===== src/rtl/uart_tx_queue.sv =====
// Byte FIFO feeding a UART transmitter through a ready/send handshake.
// Each byte is launched with a fresh rising edge on uart_send and retried on acknowledge timeout.
module uart_tx_queue #(
    parameter int unsigned DEPTH       = 16,
    parameter int unsigned AW          = 4,
    parameter int unsigned ACK_TIMEOUT = 8
) (
    input  logic          Clock,
    input  logic          Reset,
    input  logic          wr_en,
    input  logic [7:0]    wr_data,
    input  logic          flush,
    output logic          full,
    output logic          empty,
    output logic [AW:0]   count,
    output logic          overflow,
    output logic          ack_err,
    input  logic          uart_ready,
    output logic          uart_send,
    output logic [7:0]    uart_data
);

    typedef enum logic [1:0] {
        S_IDLE,
        S_SEND,
        S_GAP,
        S_BUSY
    } state_t;

    localparam logic [7:0] TMO_LAST = 8'(ACK_TIMEOUT - 1);

    logic [7:0]    mem [DEPTH];
    logic [AW-1:0] wr_ptr;
    logic [AW-1:0] rd_ptr;
    logic [7:0]    tmo;
    state_t        state;
    logic          push;
    logic          pop;

    always_comb begin
        full  = count[AW];
        empty = (count == '0);
        push  = wr_en && !full && !flush;
        pop   = (state == S_IDLE) && !empty && uart_ready && !flush;
    end

    // Overflow looks only at the pre-edge full flag, so a same-cycle pop does not rescue the write.
    always_ff @(posedge Clock) begin
        if (Reset) begin
            wr_ptr   <= '0;
            rd_ptr   <= '0;
            count    <= '0;
            overflow <= 1'b0;
        end else begin
            overflow <= wr_en && full && !flush;
            if (flush) begin
                wr_ptr <= '0;
                rd_ptr <= '0;
                count  <= '0;
            end else begin
                if (push)
                    wr_ptr <= wr_ptr + 1'b1;
                if (pop)
                    rd_ptr <= rd_ptr + 1'b1;
                if (push && !pop)
                    count <= count + 1'b1;
                else if (pop && !push)
                    count <= count - 1'b1;
            end
        end
    end

    always_ff @(posedge Clock) begin
        if (push)
            mem[wr_ptr] <= wr_data;
    end

    always_ff @(posedge Clock) begin
        if (Reset) begin
            state     <= S_IDLE;
            uart_send <= 1'b0;
            uart_data <= '0;
            tmo       <= '0;
            ack_err   <= 1'b0;
        end else begin
            ack_err <= 1'b0;
            case (state)
                S_IDLE: begin
                    if (pop) begin
                        uart_data <= mem[rd_ptr];
                        uart_send <= 1'b1;
                        tmo       <= '0;
                        state     <= S_SEND;
                    end
                end
                S_SEND: begin
                    if (!uart_ready) begin
                        uart_send <= 1'b0;
                        state     <= S_BUSY;
                    end else if (tmo == TMO_LAST) begin
                        uart_send <= 1'b0;
                        ack_err   <= 1'b1;
                        state     <= S_GAP;
                    end else begin
                        tmo <= tmo + 8'd1;
                    end
                end
                S_GAP: begin
                    uart_send <= 1'b1;
                    tmo       <= '0;
                    state     <= S_SEND;
                end
                S_BUSY: begin
                    if (uart_ready)
                        state <= S_IDLE;
                end
                default: state <= S_IDLE;
            endcase
        end
    end

endmodule


===== config.mk =====
export PLATFORM = sky130hd
export DESIGN_NAME = uart_tx_queue
export DESIGN_NICKNAME = d
export VERILOG_FILES = /design/src/rtl/uart_tx_queue.sv
export SDC_FILE = /design/constraint.sdc
export NUM_CORES = 1
export LEC_CHECK = 0
export BUFFER_PORTS_ARGS = -buffer_cell sky130_fd_sc_hd__buf_2
export CORE_MARGIN = 1.5
export CORE_UTILIZATION = 60
export DETAILED_ROUTE_END_ITERATION = 8
export PLACE_DENSITY_LB_ADDON = 0.2
export SYNTH_ARGS = -nofsm -noshare
export SYNTH_HDL_FRONTEND = slang
export SYNTH_SLANG_ARGS = --single-unit
export TNS_END_PERCENT = 20

===== constraint.sdc =====
create_clock -name Clock -period 7.97 [get_ports Clock]
set_input_delay 0.797 -clock Clock [delete_from_list [all_inputs] [get_ports Clock]]
set_output_delay 0.797 -clock Clock [all_outputs]
set_load 0.01 [all_outputs]

After elaboration in Yosys (flattened, before gate mapping)
Memory sizes are Yosys's and may differ from the RTL's. A register that Yosys moved wholly into a read port is not among the register bits.
Cells that the tools add are included.

word-level totals
  register bits after elaboration = 26
  RAM bits = 128
  output and inout port bits = 18
  logic and storage cells = 67
  memories kept = 1

cells by class
  add/sub/neg operators = 5
  equality and inequality tests = 9
  mux-type cells = 18
  bitwise operators = 2
  reductions and logical operators = 24

memories
  name  depth  width  rd ports  clocked after Yosys merged registers in  write ports  line  text
  mem   16     8      1         1                                        1            32    logic [7:0] mem [DEPTH];

operator list
  operator               number
  $mux W8                3
  $pmux W8 S3            1
  $mux W5                2
  $logic_and A1 B1 Y1    9
  $add A4 B1 Y4 const B  2
  $add A8 B1 Y8 const B  1
  $eq A8 B3 Y1 const B   1
  $mux W2                4
  $ne A2 B2 Y1 const B   4
  $pmux W2 S4            1
  $mux W1                6
  $reduce_and A3 Y1      2
  $add A5 B1 Y5 const B  1
  $logic_not A1 Y1       5
  $logic_not A5 Y1       1
  $sub A5 B1 Y5 const B  1
  $eq A2 B2 Y1 const B   2
  $reduce_and A4 Y1      1
  $ne A3 B3 Y1 const B   1
  $pmux W1 S3            1
  $reduce_bool A3 Y1     1
  $reduce_or A3 Y1       1
  $eq A2 B1 Y1 const B   1
  $logic_not A2 Y1       1
  other kinds (4)        5

Depth between registers and ports, before layout
  depth in word-level cells = 8
  mapped depth = 13

Worst setup path before layout
Ideal clock, no wire load.

  path type = register to register
  from = reg count[0]
  to = reg count[4]
  library setup time = 0.072 ns
  arrival = 2.897 ns
  data required time = 7.898 ns
  path slack = 5.001 ns
  stages on the path, launching flop included = 13
  buffers on the path = 1
  path through = dfxtp_1 or4_4 o2111a_1 clkbuf_1 inv_1 ha_1 inv_1 ha_1 nor2b_1 o21a_1 or3_1 a21oi_1 mux2i_1

between the ends
  cells in the longest elaborated chain, start to end = 8
  elaborated cells between the ends (all ways) = 13
  classes of those cells = add/sub: 2; mux: 2; reduce/logical: 9

ends and longest elaborated chain
  item                                                                   line  text
  from (decl)                                                            15    output logic [AW:0] count,
  from (signal assigned)                                                 66    count <= count + 1'b1;
  from (signal assigned)                                                 68    count <= count - 1'b1;
  parallel branches: the longest is 8 deep, another holds $sub A5 B1 Y5  -

Parallel ways; which one is timed is not known. The select of a mux whose other input is x is not followed.
A chain may end at the register's enable or synchronous reset.

Worst setup path after layout
Ends and elaborated chain as after synthesis.

==> results.toml <==
[layout]
mostFrequentLayoutCells = "128 x edfxtp_1, 38 x nor2_1, 33 x dfxtp_1, 32 x mux4_2, 30 x buf_2"
final_common_cell = "edfxtp_1"
diodes = 0
drive_above_1_share = 0.2171
area_delta_synth_final_pct = 11.91
design_area_um2 = 7371
stdcell_count = 596
n_fill_cell = 696
fin_nets = 470

[clock_network]
ctsHoldBuffers = 0
clock_sinks = 162
path_clk_slew_ns = 0.06
clkLatencyLatePin_ns = 0.53
ctsLongestPathBuffers = 2
numCtsBuffers = 17
cts_resized = 0
cts_setup_buffers = 0
cts_tree = "done"
cts_htree_levels = 4
cts_root_buffer = "clkbuf_8"

[detailed_routing]
firstDrtPassIters = 4
drc = 0
wl_per_cell_um = 20.48
drt_iter0_drc = 340
wl_um = 12210
routed_via_density = 6.013
drtAntennaViolNets = 0
vias = 3584

[critical_path]
cp_slowest_stage_delay_ns = 0.58
cp.required_ns = 8.43
critical_path_class = "register to register"
cp_cell_sequence = "or4_4 > o2111a_1 > inv_1 > ha_1 > inv_1 > ha_1 > nor2b_1 > o21a_1 > or3_1 > a21oi_1 > mux2i_1"
cp-startpoint = "count[0]"
crit_buf_inv = 2
end_kind = "register"
crit_arrival_ns = 3.76
cp_max_fo = 20
cp-start-kind = "register"
rr_startpoint = "count[0]"
cp_slowest_cell = "or4_4"
crit_family = "simple AND/OR/NAND/NOR gates"

[sta]
setup_tns_ns = 0
worstMarginPinSlew_ns = 0.9484
fin_crit_sh = 0.4139
period_minus_slack_ns = 3.299
finalSetupViolCount = 0
finalHoldViolations = 0
fmax_mhz = 303.1
slew_viol_final = 0
slew_headroom = 0.3654
rsz0062_at_grt = "false"
fin_skew_ns = 0.007900

[placement]
dp.cells = 566
post-dp-hpwl_um = 7388
dpl_cell_area_um2 = 6858
io_buffer_count = 30
gp_congestion = 0.8512

[global_routing]
grt_max_degree = 36
top_usage_layer = "met2"
met3_usage = 0.06477
antenna_found_initial = 0
grt_pass1_vias = 3563
use_met2 = 0.3794
grt.total_usage = 0.2300
grt_use_met1 = 0.2874
grt_pass1_wl_um = 18860
gr-total-overflow = 0

[power_and_ir_drop]
power-per-cell-area_nw_per_um2 = 234.5
vdd_ir_drop_max_mv = 0.2188
power.total_mw = 1.728
leakage_nw = 2.505

[logic_synthesis]
netlist_area_um2 = 6586
yosys_most_used_dff = "edfxtp_1"
synth_edf_count = 128
ys_ff_latch = 162
yosysWarnings = 0
async_reset_ff_frac = 0
synth_fp_nets = 438
yosysSeqAreaShare = 0.6869
avgSynthCellArea_um2 = 15.95
yosysUniqueCellTypes = 47
synthCells = 413

[job]
maxCapViolations = 0

[floorplanning]
core.rowCount = 38
die_y_um = 107.8
initial_core_util = 0.6102
ios = 31
fp.dieArea_um2 = 11610
coreArea_um2 = 10790
fp.dieW_um = 107.8

[status]
outcome = "finished clean"

[min_path]
hold_class = "register to register"
hp-start = "uart_send"
## flip-flops by register name, summed over array words and instances, names as in the netlist
name,cells
count,5
overflow,1
state,2
uart_send,1
rd_ptr,4
mem,128
wr_ptr,4
uart_data,8
ack_err,1
tmo,8
## worst reg2reg max path: cells and delay by family, from the launching register on
family,cells,cell delay (ns)
flip-flops,1,0.35
multiplexers,1,0.19
AO/OA/AOI/OAI,3,0.89
adder cells (fa/ha/maj),2,0.53
AND/OR/NAND/NOR,3,1.01
buffers and inverters,2,0.25
## area by class of cell
cell class,instances,area [um2],share of cell area
Clock buffer,20,425.4,0.05772
Clock inverter,10,87.58,0.01188
Inverter,10,37.54,0.005093
Multi-Input combinational cell,218,1924,0.2611
Sequential cell,162,4526,0.6140
Tap cell,140,175.2,0.02377
Timing Repair Buffer,36,195.2,0.02648
## layer usage
layer  vias to the layer above  part of all wire
met1                      1767              0.41
li1                       1672                 -
met5                         -                 0
met4                         0             0.023
met2                       124              0.50
met3                        21             0.065
## per-stage QoR
stage	util	hold slack, ns	worst slack [ns]
floorplan	-	0.4718	5.001
global placement	0.6354	0.4798	4.557
detailed placement	0.6354	0.4915	4.468
CTS	0.6829	0.4940	4.659
global route	0.6829	0.5105	4.433
finish	0.6829	0.4991	4.671
## logic make-up (layout without fill, tap and decap cells)
logic type / after synthesis / count (layout) / share of synthesized area
fa+ha+maj: 12 / 12 / 0.02394
flops: 162 / 162 / 0.6869
mux: 36 / 36 / 0.1155
simple gates: 97 / 97 / 0.07447
xor+xnor: 10 / 10 / 0.01330
buf+inv: 33 / 76 / 0.02089
compound gates: 63 / 63 / 0.06497
## cells in the mapped netlist (2+ instances only)
master,count,area [um2]
or3_1,3,18.77
o21ai_0,6,30.03
buf_1,4,15.01
o21bai_1,8,60.06
and2_1,2,12.51
clkbuf_1,12,45.04
a211oi_1,3,22.52
xor2_1,7,61.31
xnor2_1,3,26.28
nand3_1,6,30.03
a21oi_1,17,85.08
or3_4,2,22.52
buf_2,5,25.02
nor2_1,38,142.6
nor3_1,8,40.04
a31oi_1,9,56.30
nand4_1,3,18.77
inv_1,10,37.54
nand2b_1,2,12.51
a22oi_1,8,60.06
buf_4,2,15.01
mux2i_1,4,40.04
mux4_2,32,720.7
and3_1,11,68.82
nand2_1,12,45.04
a311oi_1,2,17.52
edfxtp_1,128,3844
ha_1,11,137.6
dfxtp_1,34,680.7
nor2b_1,4,25.02
## power breakdown
part / leakage [nW] / internal [mW] / total [mW] / switching (mW)
Sequential: 1.43 / 0.920 / 0.929 / 0.00816
Combinational: 0.833 / 0.0323 / 0.0813 / 0.0489
Clock: 0.244 / 0.409 / 0.718 / 0.309
Total: 2.51 / 1.36 / 1.73 / 0.367
## path summary, 6_finish.rpt
check / slack, ns / cells past startpoint / to
worst max-delay path: 4.67 / 11 / count[4]
worst min-delay path: 0.50 / 2 / uart_send
worst max register to register: 4.67 / 11 / count[4]
worst min register to register: 0.50 / 2 / uart_send
(Power assumes the default switching activity.)
